[src/rtl/core_ctrl_pkg.sv]
// Shared encodings for the multicycle RV32I control path: FSM states, opcodes, ALU op and operand-B codes.
// Decode helper maps an opcode to the first state after DECODE; no timing or handshake here.
package core_ctrl_pkg;

    typedef enum logic [3:0] {
        ST_RESET    = 4'd0,
        ST_FETCH    = 4'd1,
        ST_DECODE   = 4'd2,
        ST_MEM_ADDR = 4'd3,
        ST_MEM_RD   = 4'd4,
        ST_MEM_WB   = 4'd5,
        ST_MEM_WR   = 4'd6,
        ST_EXEC_R   = 4'd7,
        ST_EXEC_I   = 4'd8,
        ST_ALU_WB   = 4'd9,
        ST_BRANCH   = 4'd10,
        ST_HALT     = 4'd11
    } state_t;

    localparam logic [6:0] OP_R      = 7'b0110011;
    localparam logic [6:0] OP_I      = 7'b0010011;
    localparam logic [6:0] OP_LOAD   = 7'b0000011;
    localparam logic [6:0] OP_STORE  = 7'b0100011;
    localparam logic [6:0] OP_BRANCH = 7'b1100011;

    localparam logic [1:0] ALU_ADD    = 2'b00;
    localparam logic [1:0] ALU_SUB    = 2'b01;
    localparam logic [1:0] ALU_FUNC_R = 2'b10;
    localparam logic [1:0] ALU_FUNC_I = 2'b11;

    localparam logic [1:0] SRCB_RS2     = 2'b00;
    localparam logic [1:0] SRCB_FOUR    = 2'b01;
    localparam logic [1:0] SRCB_IMM     = 2'b10;
    localparam logic [1:0] SRCB_IMM_SH1 = 2'b11;

    function automatic state_t decode_next(input logic [6:0] opcode);
        case (opcode)
            OP_R:               return ST_EXEC_R;
            OP_I:               return ST_EXEC_I;
            OP_LOAD, OP_STORE:  return ST_MEM_ADDR;
            OP_BRANCH:          return ST_BRANCH;
            default:            return ST_HALT;
        endcase
    endfunction

endpackage

[src/rtl/multicycle_ctrl.sv]
// Multicycle RV32I control FSM: 3-5 cycles per instruction (beq/R,I,sw/lw) plus one per memory wait cycle.
// Memory backpressure: mem_req_o and address/we controls hold steady until mem_ready_i; ready without a request is ignored.
module multicycle_ctrl
    import core_ctrl_pkg::*;
(
    input  logic        clk_i,
    input  logic        rst_i,
    input  logic [6:0]  opcode_i,
    input  logic        zero_i,
    input  logic        mem_ready_i,
    output logic        mem_req_o,
    output logic        mem_we_o,
    output logic        iord_o,
    output logic        ir_write_o,
    output logic        pc_write_o,
    output logic        pc_src_o,
    output logic        reg_write_o,
    output logic        mem_to_reg_o,
    output logic        alu_src_a_o,
    output logic [1:0]  alu_src_b_o,
    output logic [1:0]  alu_op_o,
    output logic        illegal_o,
    output logic [3:0]  state_o,
    output logic [31:0] instret_o
);

    state_t      r_state;
    state_t      w_next;
    logic [31:0] r_instret;
    logic        w_retire;

    always_ff @(posedge clk_i) begin
        if (rst_i) begin
            r_state   <= ST_RESET;
            r_instret <= '0;
        end else begin
            r_state <= w_next;
            if (w_retire) begin
                r_instret <= r_instret + 32'd1;
            end
        end
    end

    always_comb begin
        w_next       = r_state;
        w_retire     = 1'b0;
        mem_req_o    = 1'b0;
        mem_we_o     = 1'b0;
        iord_o       = 1'b0;
        ir_write_o   = 1'b0;
        pc_write_o   = 1'b0;
        pc_src_o     = 1'b0;
        reg_write_o  = 1'b0;
        mem_to_reg_o = 1'b0;
        alu_src_a_o  = 1'b0;
        alu_src_b_o  = SRCB_RS2;
        alu_op_o     = ALU_ADD;
        illegal_o    = 1'b0;

        case (r_state)
            ST_RESET: begin
                w_next = ST_FETCH;
            end
            ST_FETCH: begin
                mem_req_o   = 1'b1;
                alu_src_b_o = SRCB_FOUR;
                // IR load and PC+4 commit in the same cycle the memory completes
                ir_write_o  = mem_ready_i;
                pc_write_o  = mem_ready_i;
                if (mem_ready_i) begin
                    w_next = ST_DECODE;
                end
            end
            ST_DECODE: begin
                alu_src_b_o = SRCB_IMM_SH1;
                w_next      = decode_next(opcode_i);
            end
            ST_MEM_ADDR: begin
                alu_src_a_o = 1'b1;
                alu_src_b_o = SRCB_IMM;
                if (opcode_i == OP_LOAD) begin
                    w_next = ST_MEM_RD;
                end else if (opcode_i == OP_STORE) begin
                    w_next = ST_MEM_WR;
                end else begin
                    w_next = ST_HALT;
                end
            end
            ST_MEM_RD: begin
                mem_req_o = 1'b1;
                iord_o    = 1'b1;
                if (mem_ready_i) begin
                    w_next = ST_MEM_WB;
                end
            end
            ST_MEM_WB: begin
                reg_write_o  = 1'b1;
                mem_to_reg_o = 1'b1;
                w_retire     = 1'b1;
                w_next       = ST_FETCH;
            end
            ST_MEM_WR: begin
                mem_req_o = 1'b1;
                mem_we_o  = 1'b1;
                iord_o    = 1'b1;
                if (mem_ready_i) begin
                    w_retire = 1'b1;
                    w_next   = ST_FETCH;
                end
            end
            ST_EXEC_R: begin
                alu_src_a_o = 1'b1;
                alu_src_b_o = SRCB_RS2;
                alu_op_o    = ALU_FUNC_R;
                w_next      = ST_ALU_WB;
            end
            ST_EXEC_I: begin
                alu_src_a_o = 1'b1;
                alu_src_b_o = SRCB_IMM;
                alu_op_o    = ALU_FUNC_I;
                w_next      = ST_ALU_WB;
            end
            ST_ALU_WB: begin
                reg_write_o = 1'b1;
                w_retire    = 1'b1;
                w_next      = ST_FETCH;
            end
            ST_BRANCH: begin
                alu_src_a_o = 1'b1;
                alu_src_b_o = SRCB_RS2;
                alu_op_o    = ALU_SUB;
                pc_src_o    = 1'b1;
                pc_write_o  = zero_i;
                w_retire    = 1'b1;
                w_next      = ST_FETCH;
            end
            ST_HALT: begin
                illegal_o = 1'b1;
            end
            default: begin
                w_next = ST_RESET;
            end
        endcase
    end

    assign state_o   = r_state;
    assign instret_o = r_instret;

endmodule
[config.mk]
export PLATFORM = sky130hd
export DESIGN_NAME = multicycle_ctrl
export DESIGN_NICKNAME = d
export VERILOG_FILES = /design/src/rtl/core_ctrl_pkg.sv /design/src/rtl/multicycle_ctrl.sv
export SDC_FILE = /design/constraint.sdc
export NUM_CORES = 1
export LEC_CHECK = 0
export ABC_CLOCK_PERIOD_IN_PS = 2300
export BUFFER_PORTS_ARGS = -buffer_cell sky130_fd_sc_hd__buf_4
export CELL_PAD_IN_SITES_DETAIL_PLACEMENT = 1
export CELL_PAD_IN_SITES_GLOBAL_PLACEMENT = 2
export CORE_MARGIN = 4
export CORE_UTILIZATION = 29
export DETAILED_ROUTE_END_ITERATION = 12
export GPL_TIMING_DRIVEN = 0
export PLACE_DENSITY_LB_ADDON = 0.12
export SYNTH_ARGS = -nofsm -noshare
export SYNTH_HDL_FRONTEND = slang
export SYNTH_SLANG_ARGS = --single-unit
[constraint.sdc]
create_clock -name clk_i -period 2.3 [get_ports clk_i]
set_input_delay 0.345 -clock clk_i [delete_from_list [all_inputs] [get_ports clk_i]]
set_output_delay 0.345 -clock clk_i [all_outputs]
set_load 0.02 [all_outputs]
==> summary.md, run 1 <==
| Metric | Value |
|---|---|
| Hold Path Stages | `3` |
| Leading cell types in the layout, fill and taps excluded | `buf_4 (63), dfxtp_1 (36), nor2_1 (31)` |
| Final-report setup violation count | `0` |
| Reg-to-reg startpoint | `state_o[0]` |
| R2R depth | `7` |
| Sequential cell area | `720.7 µm²` |
| Post-CTS setup buffer count | `0` |
| Root Driver | `clkbuf_8` |
| Synth cell types | `54` |
| Grt ovf | `0` |
| Layout Cells excl Fill | `420` |
| Syn Inst Count | `256` |
| Setup slack after layout | `between 150 and 200 ps` |
| Reg-to-Reg End | `instret_o[11]` |
| Yosys top cell area share | `approximately a third` |
| Commonest non-fill, non-tap cell in the layout | `buf_4` |
| Max FO, Critical Path | `10` |
| Post-synth EDFFs | `0` |
| Register area share after synthesis | `between 30% and 40%` |
| WL final | `about 6500 µm` |
| Max Cap Violations | `0` |
| Fillers | `861` |
| Synth Cell Area | `2095 µm²` |
| H-tree Lvls | `2` |
| Worst Path Arrival | `2370 ps` |
| Worst Hold Path EP | `instret_o[11]` |
| Initial DRC Count | `29` |
| Final Max Tran Viols | `0` |
| Status | `finished, final reports clean` |
| Clock Power Share | `23.1%` |
| Ys flop type | `dfxtp_1` |
| Via count of the first global-routing pass | `2164` |
| Nets@finish | `roughly 340` |
| Reg power frac | `35.2%` |
| Ratio of cells with drive above 1 in the final layout | `28.40%` |
| I/O Buffers | `60` |
| Vias post-DR | `2137` |
| Drt pass-1 iters | `4` |
| Tmin final | `~2100 ps` |
| Power Total | `1934 µW` |
| Die Y | `92.99 µm` |
| PD cells | `699.0 nW/µm²` |
| Hold path startpoint | `rst_i` |
| Setup Crit Path Kind | `reg2reg` |
| Clock Path Buffers | `2` |
| Critical path buffer and inverter count | `2` |
| DIE AREA | `a little under 9000 µm²` |
| Hold slack | `325.5 ps` |
| Min-delay worst type | `in2reg` |
| Setup slack, reg-to-reg | `around 170 ps` |
| Final hold vios | `0` |
| Slew HR | `62.83%` |
| Syn-to-layout area delta | `32.08%` |
| DR vias/cell | `5.088` |
| Ys async rst share | `0%` |
| Syn_area_per_cell | `8.182 µm²` |
| Worst Path Required | `around 2500 ps` |
| CTS buffer count | `5` |
| Row count | `30` |
| Register bit total from synthesis | `36` |
| Largest net degree at the start of global routing | `12` |
| Footprint of the multi-input gates | `between 1000 and 1500 µm²` |
| Clk_lat worst skew | `~290 ps` |
| P_leak | `about 0.0011 µW` |
| Power share of the combinational group | `41.7%` |
| Initial core utilization | `between 30% and 40%` |
| Worst slew pin tran | `roughly 550 ps` |
| First-pass GRT wire length | `10620 µm` |
| I/O Pins | `a little over 60` |
| GRT Util Overall | `14.93%` |
| DP Cell Count | `about 410` |
| ANT cells | `0` |
| Initial antenna violation count | `0` |
| Clk sinks | `36` |
| Crit path cell chain | `buf_4 -> xnor2_1 -> nor3b_2 -> buf_4 -> o21ai_0 -> or4_1 -> nand2_1` |
| Internal | `1199 µW` |
| Ranking of synthesized cells by area | `dfxtp_1 (34%), xor2_1 (7.1%), nor2_1 (5.6%), a21oi_1 (3.8%), o2111ai_1 (3.8%)` |
| CP delay by family, top | `simple AND/OR/NAND/NOR gates` |
| Core region area | `just under 7000 µm²` |
| Slowest stage delay, CP | `530 ps` |
| Worst setup SP type | `register` |
| Cell taking the most area after synthesis | `dfxtp_1` |
| Remaining DRCs | `0` |
| Net Sw Power | `735.1 µW` |
| Most frequent CP cell | `buf_4` |
| Syn nets | `between 200 and 300` |
| DP Worst Slack | `54.77 ps` |
| Worst Skew | `10.34 ps` |
| Die W | `92.99 µm` |
| Highest clock rate | `468.4 MHz` |
| RSZ-0062 raised after global routing | `false` |
| Worst setup EP type | `register` |
| Drt wl/cell | `15.38 µm` |
| Post-DP HPWL | `between 4000 and 5000 µm` |
| Yosys warns | `0` |
| RePlAce Congestion | `approximately 0.77` |
| DRT antenna net count | `0` |
| CP max-delay cell | `or4_1` |
| CTS clk-pin slew, worst paths | `~80 ps` |
| Peak supply drop | `between 0.00015 and 0.0002 V` |
| Final Cycle Share | `a little over 90%` |
| CTS tree | `built` |
| Fin Setup TNS | `0 ps` |
| Switching Fraction | `38.02%` |
==> logic make-up (layout without fill, tap and decap cells) <==
group           Yosys count  in the layout  share of synthesized area (%)
compound gates           67             67                          22.28
flops                    36             36                          34.41
fa+ha+maj                 1              1                         0.5973
mux                       2              2                          1.016
simple gates            109            109                          28.08
xor+xnor                 20             20                          8.363
buf+inv                  21             89                          5.257
==> worst min-delay path: stages <==
cell	delay, ps
buf_4	80
or4_1	100
nand2_1	40
==> metal layers <==
layer	GRT usage (%)	wire [µm]	vias up	share of wire [%]
li1	-	-	1068	-
met1	19.28	3080	1025	48
met2	25.67	3082	40	48
met5	0	0	-	0
met4	3.419	52	0	0.81
met3	2.896	243	4	3.8
==> power by group through the flow <==
stage          clock network (µW)  logic (µW)  registers [µW]
3_5_place_dp                    0         804             695
3_3_place_gp                    0         808             696
6_report                      446         807             681
4_1_cts                       464         808             681
2_1_floorplan                   0         495             722
5_1_grt                       495         877             686
==> cell type report <==
type	count	area share (%)
inverters	5	0.6784
well taps	96	4.342
flip-flops and latches	36	26.05
clock buffers	7	2.759
plain buffers	16	3.528
clock inverters	1	0.3166
repair buffers	60	16.28
multi-input cells	199	46.04
==> cells in the mapped netlist, types with 4 or more instances <==
library cell / count
o31ai_1: 4
and3_1: 4
nor2b_1: 5
dfxtp_1: 36
clkbuf_1: 7
nand3_1: 8
xor2_1: 17
o2111ai_1: 9
nor2_1: 31
nand2_1: 16
o211ai_1: 6
o21ai_0: 14
or3_1: 6
nand2b_1: 5
a21oi_1: 16
or4_1: 5
buf_2: 4
nor3_1: 5
inv_1: 5
nand4_1: 6
==> state kept, by name (all words and copies together), names as in the netlist <==
| signal | count |
|---|---|
| instret_o | 32 |
| state_o | 4 |
==> how the worst max path moves through the flow <==
| stage | start | end | slack (ps) | cells after the start |
|---|---|---|---|---|
| global route | instret_o[3] | instret_o[31] | 5 | 5 |
| global placement | instret_o[3] | instret_o[31] | 100 | 5 |
| finish | state_o[0] | instret_o[11] | 170 | 7 |
| CTS | instret_o[3] | instret_o[31] | 20 | 5 |
| floorplan | instret_o[0] | instret_o[26] | 330 | 6 |
| detailed placement | instret_o[1] | instret_o[28] | 50 | 6 |
==> metrics by stage <==
stage | utilization [%] | instance area [µm²]
floorplan | - | 2095
global placement | 38.59 | 2665
detailed placement | 38.59 | 2665
CTS | 39.82 | 2750
global route | 40.05 | 2766
finish | 40.05 | 2766
==> timing repair <==
action / 4_1_cts / 5_1_grt
gates resized for setup: 0 / 10
endpoints found under the setup margin: 0 / 12
hold buffers: 0 / 0
(Power assumes the default switching activity.)
==> run 2, diff against run 1 <==
--- a/config.mk
+++ b/config.mk
@@ -5,12 +5,13 @@
 export SDC_FILE = /design/constraint.sdc
 export NUM_CORES = 1
 export LEC_CHECK = 0
+export ABC_AREA = 1
 export ABC_CLOCK_PERIOD_IN_PS = 2300
 export BUFFER_PORTS_ARGS = -buffer_cell sky130_fd_sc_hd__buf_4
 export CELL_PAD_IN_SITES_DETAIL_PLACEMENT = 1
 export CELL_PAD_IN_SITES_GLOBAL_PLACEMENT = 2
 export CORE_MARGIN = 4
-export CORE_UTILIZATION = 29
+export CORE_UTILIZATION = 26
 export DETAILED_ROUTE_END_ITERATION = 12
 export GPL_TIMING_DRIVEN = 0
 export PLACE_DENSITY_LB_ADDON = 0.12
==> summary.md, run 2 <==
| Metric | Value |
|---|---|
| Status | `finished, final reports clean` |
| DP Cell Count | `between 500 and 600` |
| Final-report setup violation count | `0` |
| R2R depth | `10` |
| I/O Pins | `61` |
| Power share of the combinational group | `40.7%` |
| Via count of the first global-routing pass | `2830` |
| Hold Path Stages | `4` |
| Yosys top cell area share | `30.20%` |
| Synth cell types | `30` |
| CP max-delay cell | `dfxtp_1` |
| Yosys warns | `0` |
| Reg-to-reg startpoint | `instret_o[1]` |
| Hold buffers post-CTS | `0` |
| ANT cells | `0` |
| Drt pass-1 iters | `4` |
| CTS buffer count | `5` |
| Post-synthesis mux area share | `0%` |
| Initial core utilization | `27.10%` |
| Largest net degree at the start of global routing | `11` |
| CTS clk-pin slew, worst paths | `70 ps` |
| P_leak | `0.001280 µW` |
| Commonest non-fill, non-tap cell in the layout | `nand2_1` |
| Reg-to-Reg End | `instret_o[18]` |
| WL final | `8395 µm` |
| Row count | `34` |
| DR vias/cell | `4.663` |
| Post-CTS sizing | `0` |
| Die W | `~100 µm` |
| GRT Util Overall | `16.00%` |
| Initial antenna violation count | `0` |
| RePlAce Congestion | `0.8173` |
| Core region area | `~8800 µm²` |
| Final hold vios | `0` |
| DIE AREA | `roughly 11000 µm²` |
| Fin Setup TNS | `0 ps` |
| Reg power frac | `35.4%` |
| Crit path cell chain | `inv_2 -> nor2_2 -> nand2_1 -> o21ai_0 -> buf_4` |
| Register bit total from synthesis | `36` |
| Setup Crit Path Kind | `reg2out` |
| Nets@finish | `494` |
| RSZ-0062 raised after global routing | `false` |
| Ranking of synthesized cells by area | `dfxtp_1 (30%), nand2_1 (23%), nor2_1 (12%), inv_1 (6.4%), a21oi_1 (5.9%)` |
| Post-route core utilization | `34.77%` |
| Ratio of cells with drive above 1 in the final layout | `between 10% and 20%` |
| Highest clock rate | `524.2 MHz` |
| Post-CTS setup buffer count | `0` |
| Worst setup path startpoint | `state_o[0]` |
| Peak supply drop | `0.0004494 V` |
| DRT antenna net count | `0` |
| Setup slack after layout | `around 390 ps` |
| Drt wl/cell | `14.20 µm` |
| Syn Inst Count | `415` |
| Ys async rst share | `0%` |
| Synth Area in Compound Gates | `11.01%` |
| Clock Path Buffers | `2` |
| Worst Path Required | `1960 ps` |
| Worst Skew | `11.13 ps` |
| Vias post-DR | `2756` |
| Initial DRC Count | `32` |
| Syn-to-layout area delta | `28.32%` |
| I/O Buffers | `60` |
| Syn_area_per_cell | `5.749 µm²` |
| Worst slew pin tran | `654.9 ps` |
| Worst Hold Path EP | `state_o[2]` |
| Syn nets | `427` |
| Max FO, Critical Path | `6` |
| Register area share after synthesis | `30.20%` |
| Tmin final | `1908 ps` |
| Power Total | `2019 µW` |
| Leading cell types in the layout, fill and taps excluded | `nand2_1 (149), nor2_1 (77), buf_4 (60)` |
| Max Cap Violations | `0` |
| Grt ovf | `0` |
| Clock Power Share | `23.9%` |
| Adder-cell share of the synthesized area | `0.5244%` |
| Min-delay worst type | `in2reg` |
| Final Cycle Share | `82.94%` |
| Root Driver | `clkbuf_8` |
| Worst Path Arrival | `1560 ps` |
| Slew HR | `56.34%` |
| Post-synth top cells | `nand2_1 (149), nor2_1 (77), inv_1 (41)` |
| PD cells | `659.5 nW/µm²` |
| Synth Cell Area | `2386 µm²` |
| Post-synthesis simple-gate area fraction | `a little under half` |
| First-pass GRT wire length | `14210 µm` |
| Slowest stage delay, CP | `480 ps` |
| Xor and xnor area share after synthesis | `1.101%` |
| Switching Fraction | `40.40%` |
| Cell taking the most area after synthesis | `dfxtp_1` |
| Remaining DRCs | `0` |
| Count leader, synth | `nand2_1` |
| Net Sw Power | `815.8 µW` |
| Clk_lat worst skew | `approximately 290 ps` |
| Die Y | `103.8 µm` |
| Final Max Tran Viols | `0` |
| Setup slack, reg-to-reg | `440 ps` |
| Ys flop type | `dfxtp_1` |
| Hold path startpoint | `mem_ready_i` |
| Internal | `about 1200 µW` |
| DP Worst Slack | `392.5 ps` |
| Worst setup EP type | `output pin` |
| CTS tree | `built` |
| Clk sinks | `36` |
| Max reg flops | `32` |
| Fillers | `1184` |
| Post-DP HPWL | `6884 µm` |
| Post-synth EDFFs | `0` |
| H-tree Lvls | `2` |
| Largest family of logic cells by synthesized area | `simple AND/OR/NAND/NOR gates` |
| Worst setup SP type | `register` |
| Layout Cells excl Fill | `591` |
==> run 2: cell count changes in the layout (fill, tap and decap cells not counted), moves of 5 or more <==
cell | previous run | this run
nand2b_1 | 5 | 0
nand2_1 | 16 | 149
xor2_1 | 17 | 3
a21oi_1 | 16 | 28
or4_1 | 5 | 0
inv_2 | 0 | 7
o2111ai_1 | 8 | 0
nor2_1 | 31 | 77
nand3_1 | 8 | 25
inv_1 | 5 | 41
or3_1 | 6 | 0
==> run 2: critical path: cells and delay by family (launching register included) <==
kind            cells  cell delay, ps
compound gates      1             180
simple gates        2             310
buf+inv             2             300
flops               1             480
==> run 2: metrics by stage <==
stage	instance area, µm²	hold slack, ps
3_5_place_dp	2972	511.8
4_1_cts	3062	363.7
3_3_place_gp	2972	498.6
6_report	3062	369.9
2_1_floorplan	2386	513.5
5_1_grt	3062	397.9
==> run 2: how the worst max path moves through the flow <==
stage                          to  depth (start not counted)
floorplan              pc_write_o                          4
global placement    instret_o[18]                         10
CTS                    pc_write_o                          5
finish                 pc_write_o                          5
detailed placement  instret_o[18]                         10
global route        instret_o[16]                         11
==> run 2: logic make-up after synthesis <==
| family | Yosys count |
|---|---|
| AO/OA/AOI/OAI | 49 |
| XOR/XNOR | 3 |
| adder cells (fa/ha/maj) | 1 |
| buffers and inverters | 55 |
| flip-flops | 36 |
| AND/OR/NAND/NOR | 271 |
==> run 2: routing by layer <==
metal	wire [µm]	track usage (%)	vias up
li1	-	-	1430
met1	4161	21.54	1283
met2	3908	26.45	37
met3	255	3.358	6
met4	70	3.324	0
met5	0	0	-
==> run 2: power groups by stage <==
stage	logic [µW]	clock network (µW)	registers [µW]
after global placement	830	0	729
after floorplan	498	0	749
after global routing	908	533	720
after CTS	842	506	714
after detailed placement	840	0	730
final	822	483	714
==> run 2: area by class of cell <==
cell class / count / area, µm² / area share [%]
plain buffers: 7 / 53.80 / 1.757
clock buffers: 8 / 90.09 / 2.942
inverters: 48 / 180.2 / 5.885
multi-input cells: 324 / 1431 / 46.75
flip-flops and latches: 36 / 720.7 / 23.54
well taps: 108 / 135.1 / 4.414
repair buffers: 60 / 450.4 / 14.71
==> run 3, diff against run 2 <==
--- a/config.mk
+++ b/config.mk
@@ -6,7 +6,7 @@
 export NUM_CORES = 1
 export LEC_CHECK = 0
 export ABC_AREA = 1
-export ABC_CLOCK_PERIOD_IN_PS = 2300
+export ABC_CLOCK_PERIOD_IN_PS = 1900
 export BUFFER_PORTS_ARGS = -buffer_cell sky130_fd_sc_hd__buf_4
 export CELL_PAD_IN_SITES_DETAIL_PLACEMENT = 1
 export CELL_PAD_IN_SITES_GLOBAL_PLACEMENT = 2
==> constraint.sdc (replaced) <==
create_clock -name clk_i -period 1.9 [get_ports clk_i]
set_input_delay 0.285 -clock clk_i [delete_from_list [all_inputs] [get_ports clk_i]]
set_output_delay 0.285 -clock clk_i [all_outputs]
set_load 0.02 [all_outputs]
==> summary.md, run 3 (same netlist as run 2, synthesis figures left out) <==
| Metric | Value |
|---|---|
| Status | `finished, final reports clean` |
| Final hold vios | `0` |
| ANT cells | `0` |
| Critical path buffer and inverter count | `3` |
| Initial core utilization | `between 20% and 30%` |
| Tmin final | `1764 ps` |
| H-tree Lvls | `2` |
| Slowest stage delay, CP | `460 ps` |
| Clk_lat worst skew | `300 ps` |
| Die Y | `103.8 µm` |
| Largest net degree at the start of global routing | `11` |
| Hold slack | `between 300 and 400 ps` |
| Setup slack after layout | `135.9 ps` |
| Clk sinks | `36` |
| Root Driver | `clkbuf_8` |
| Crit path cell chain | `inv_1 -> nand2_1 -> nor2_1 -> a21oi_1 -> inv_1 -> buf_4` |
| Max Cap Violations | `0` |
| I/O Buffers | `60` |
| RePlAce Congestion | `between 0.8 and 0.9` |
| Worst setup EP type | `output pin` |
| DRT antenna net count | `0` |
| Worst Path Required | `1620 ps` |
| DP Worst Slack | `-7.479 ps` |
| Die W | `around 100 µm` |
| CP delay by family, top | `flip-flops` |
| I/O Pins | `61` |
| Via count of the first global-routing pass | `2827` |
| Core region area | `8806 µm²` |
| Leading cell types in the layout, fill and taps excluded | `nand2_1 (148), nor2_1 (75), buf_4 (60)` |
| Vias post-DR | `roughly 2800` |
| Row count | `34` |
| Final Max Tran Viols | `0` |
| Clock Path Buffers | `2` |
| Hold buffers post-CTS | `0` |
| Peak supply drop | `0.0005474 V` |
| Nets@finish | `494` |
| DR vias/cell | `approximately 4.7` |
| GRT Util Overall | `16.00%` |
| Most frequent CP cell | `inv_1` |
| Worst slew pin tran | `659.3 ps` |
| Ratio of cells with drive above 1 in the final layout | `roughly a fifth` |
| Initial antenna violation count | `0` |
| Grt ovf | `0` |
| Max reg flops | `32` |
| Drt wl/cell | `14.20 µm` |
| CP max-delay cell | `dfxtp_1` |
| Drt pass-1 iters | `4` |
| WL final | `8391 µm` |
| Worst Path Arrival | `about 1500 ps` |
| Commonest non-fill, non-tap cell in the layout | `nand2_1` |
| Worst Skew | `11.62 ps` |
| Highest clock rate | `566.8 MHz` |
| Worst setup SP type | `register` |
| Min-delay worst type | `in2reg` |
| Setup Crit Path Kind | `reg2out` |
| Syn-to-layout area delta | `29.16%` |
| RSZ-0062 raised after global routing | `false` |
| First-pass GRT wire length | `14210 µm` |
| DIE AREA | `approximately 11000 µm²` |
| Post-DP HPWL | `6884 µm` |
| Final Cycle Share | `between 90 and 100%` |
| Initial DRC Count | `44` |
| Slew HR | `a little under three fifths` |
| CTS buffer count | `5` |
| P_leak | `0.001280 µW` |
| CTS clk-pin slew, worst paths | `70 ps` |
| Max FO, Critical Path | `6` |
| Remaining DRCs | `0` |
| CTS tree | `built` |
| PD cells | `795.4 nW/µm²` |
| Final-report setup violation count | `0` |
## run 3: worst paths after layout
| kind | start | end | slack [ps] | cells after the start |
|---|---|---|---|---|
| worst max-delay path | state_o[1] | alu_op_o[1] | 140 | 6 |
| worst min-delay path | mem_ready_i | state_o[2] | 300 | 4 |
| worst max register to register | instret_o[0] | instret_o[30] | 200 | 10 |
| worst min register to register | state_o[2] | state_o[2] | 520 | 2 |
## run 3: layout make-up
| cell class | count | area, µm² |
|---|---|---|
| Buffer | 7 | 53.80 |
| Clock buffer | 8 | 90.09 |
| Fill cell | 1182 | 5724 |
| Inverter | 48 | 180.2 |
| Multi-Input combinational cell | 324 | 1446 |
| Sequential cell | 36 | 725.7 |
| Tap cell | 108 | 135.1 |
| Timing Repair Buffer | 60 | 450.4 |
## run 3: worst min-delay path: cells and delay by family
family / cells / cell delay (ps)
buffers and inverters: 1 / 100
AOI/OAI and AO/OA: 2 / 100
and+or+nand+nor: 1 / 50
## run 3: layer usage
metal | part of all wire, % | GRT usage, % | vias up
li1 | - | - | 1430
met1 | 49 | 21.54 | 1285
met2 | 47 | 26.45 | 41
met3 | 4.0 | 3.358 | 6
met4 | 0.83 | 3.324 | 0
met5 | 0 | 0 | -
## run 3: metrics by stage
step,utilization (%),total power [µW],area (µm²),setup TNS [ps],std cells
after floorplan,-,1510,2386,0,415
after global placement,33.75,1887,2972,0,583
after detailed placement,33.75,1900,2972,-7.479,583
after CTS,34.80,2497,3064,0,591
after global routing,35.00,2625,3082,0,591
final,35.00,2451,3082,0,591
## run 3: where the power goes
group	switching, µW	internal [µW]	total (µW)
Clock	288	296	585
Sequential	72.1	797	869
Combinational	628	370	998
Total	988	1460	2450
## run 3: what timing repair did
item / 4_1_cts / 5_1_grt
endpoints found under the setup margin: 1 / 9
resized for setup: 1 / 8
setup buffers: 0 / 0
pin swaps: 0 / 0
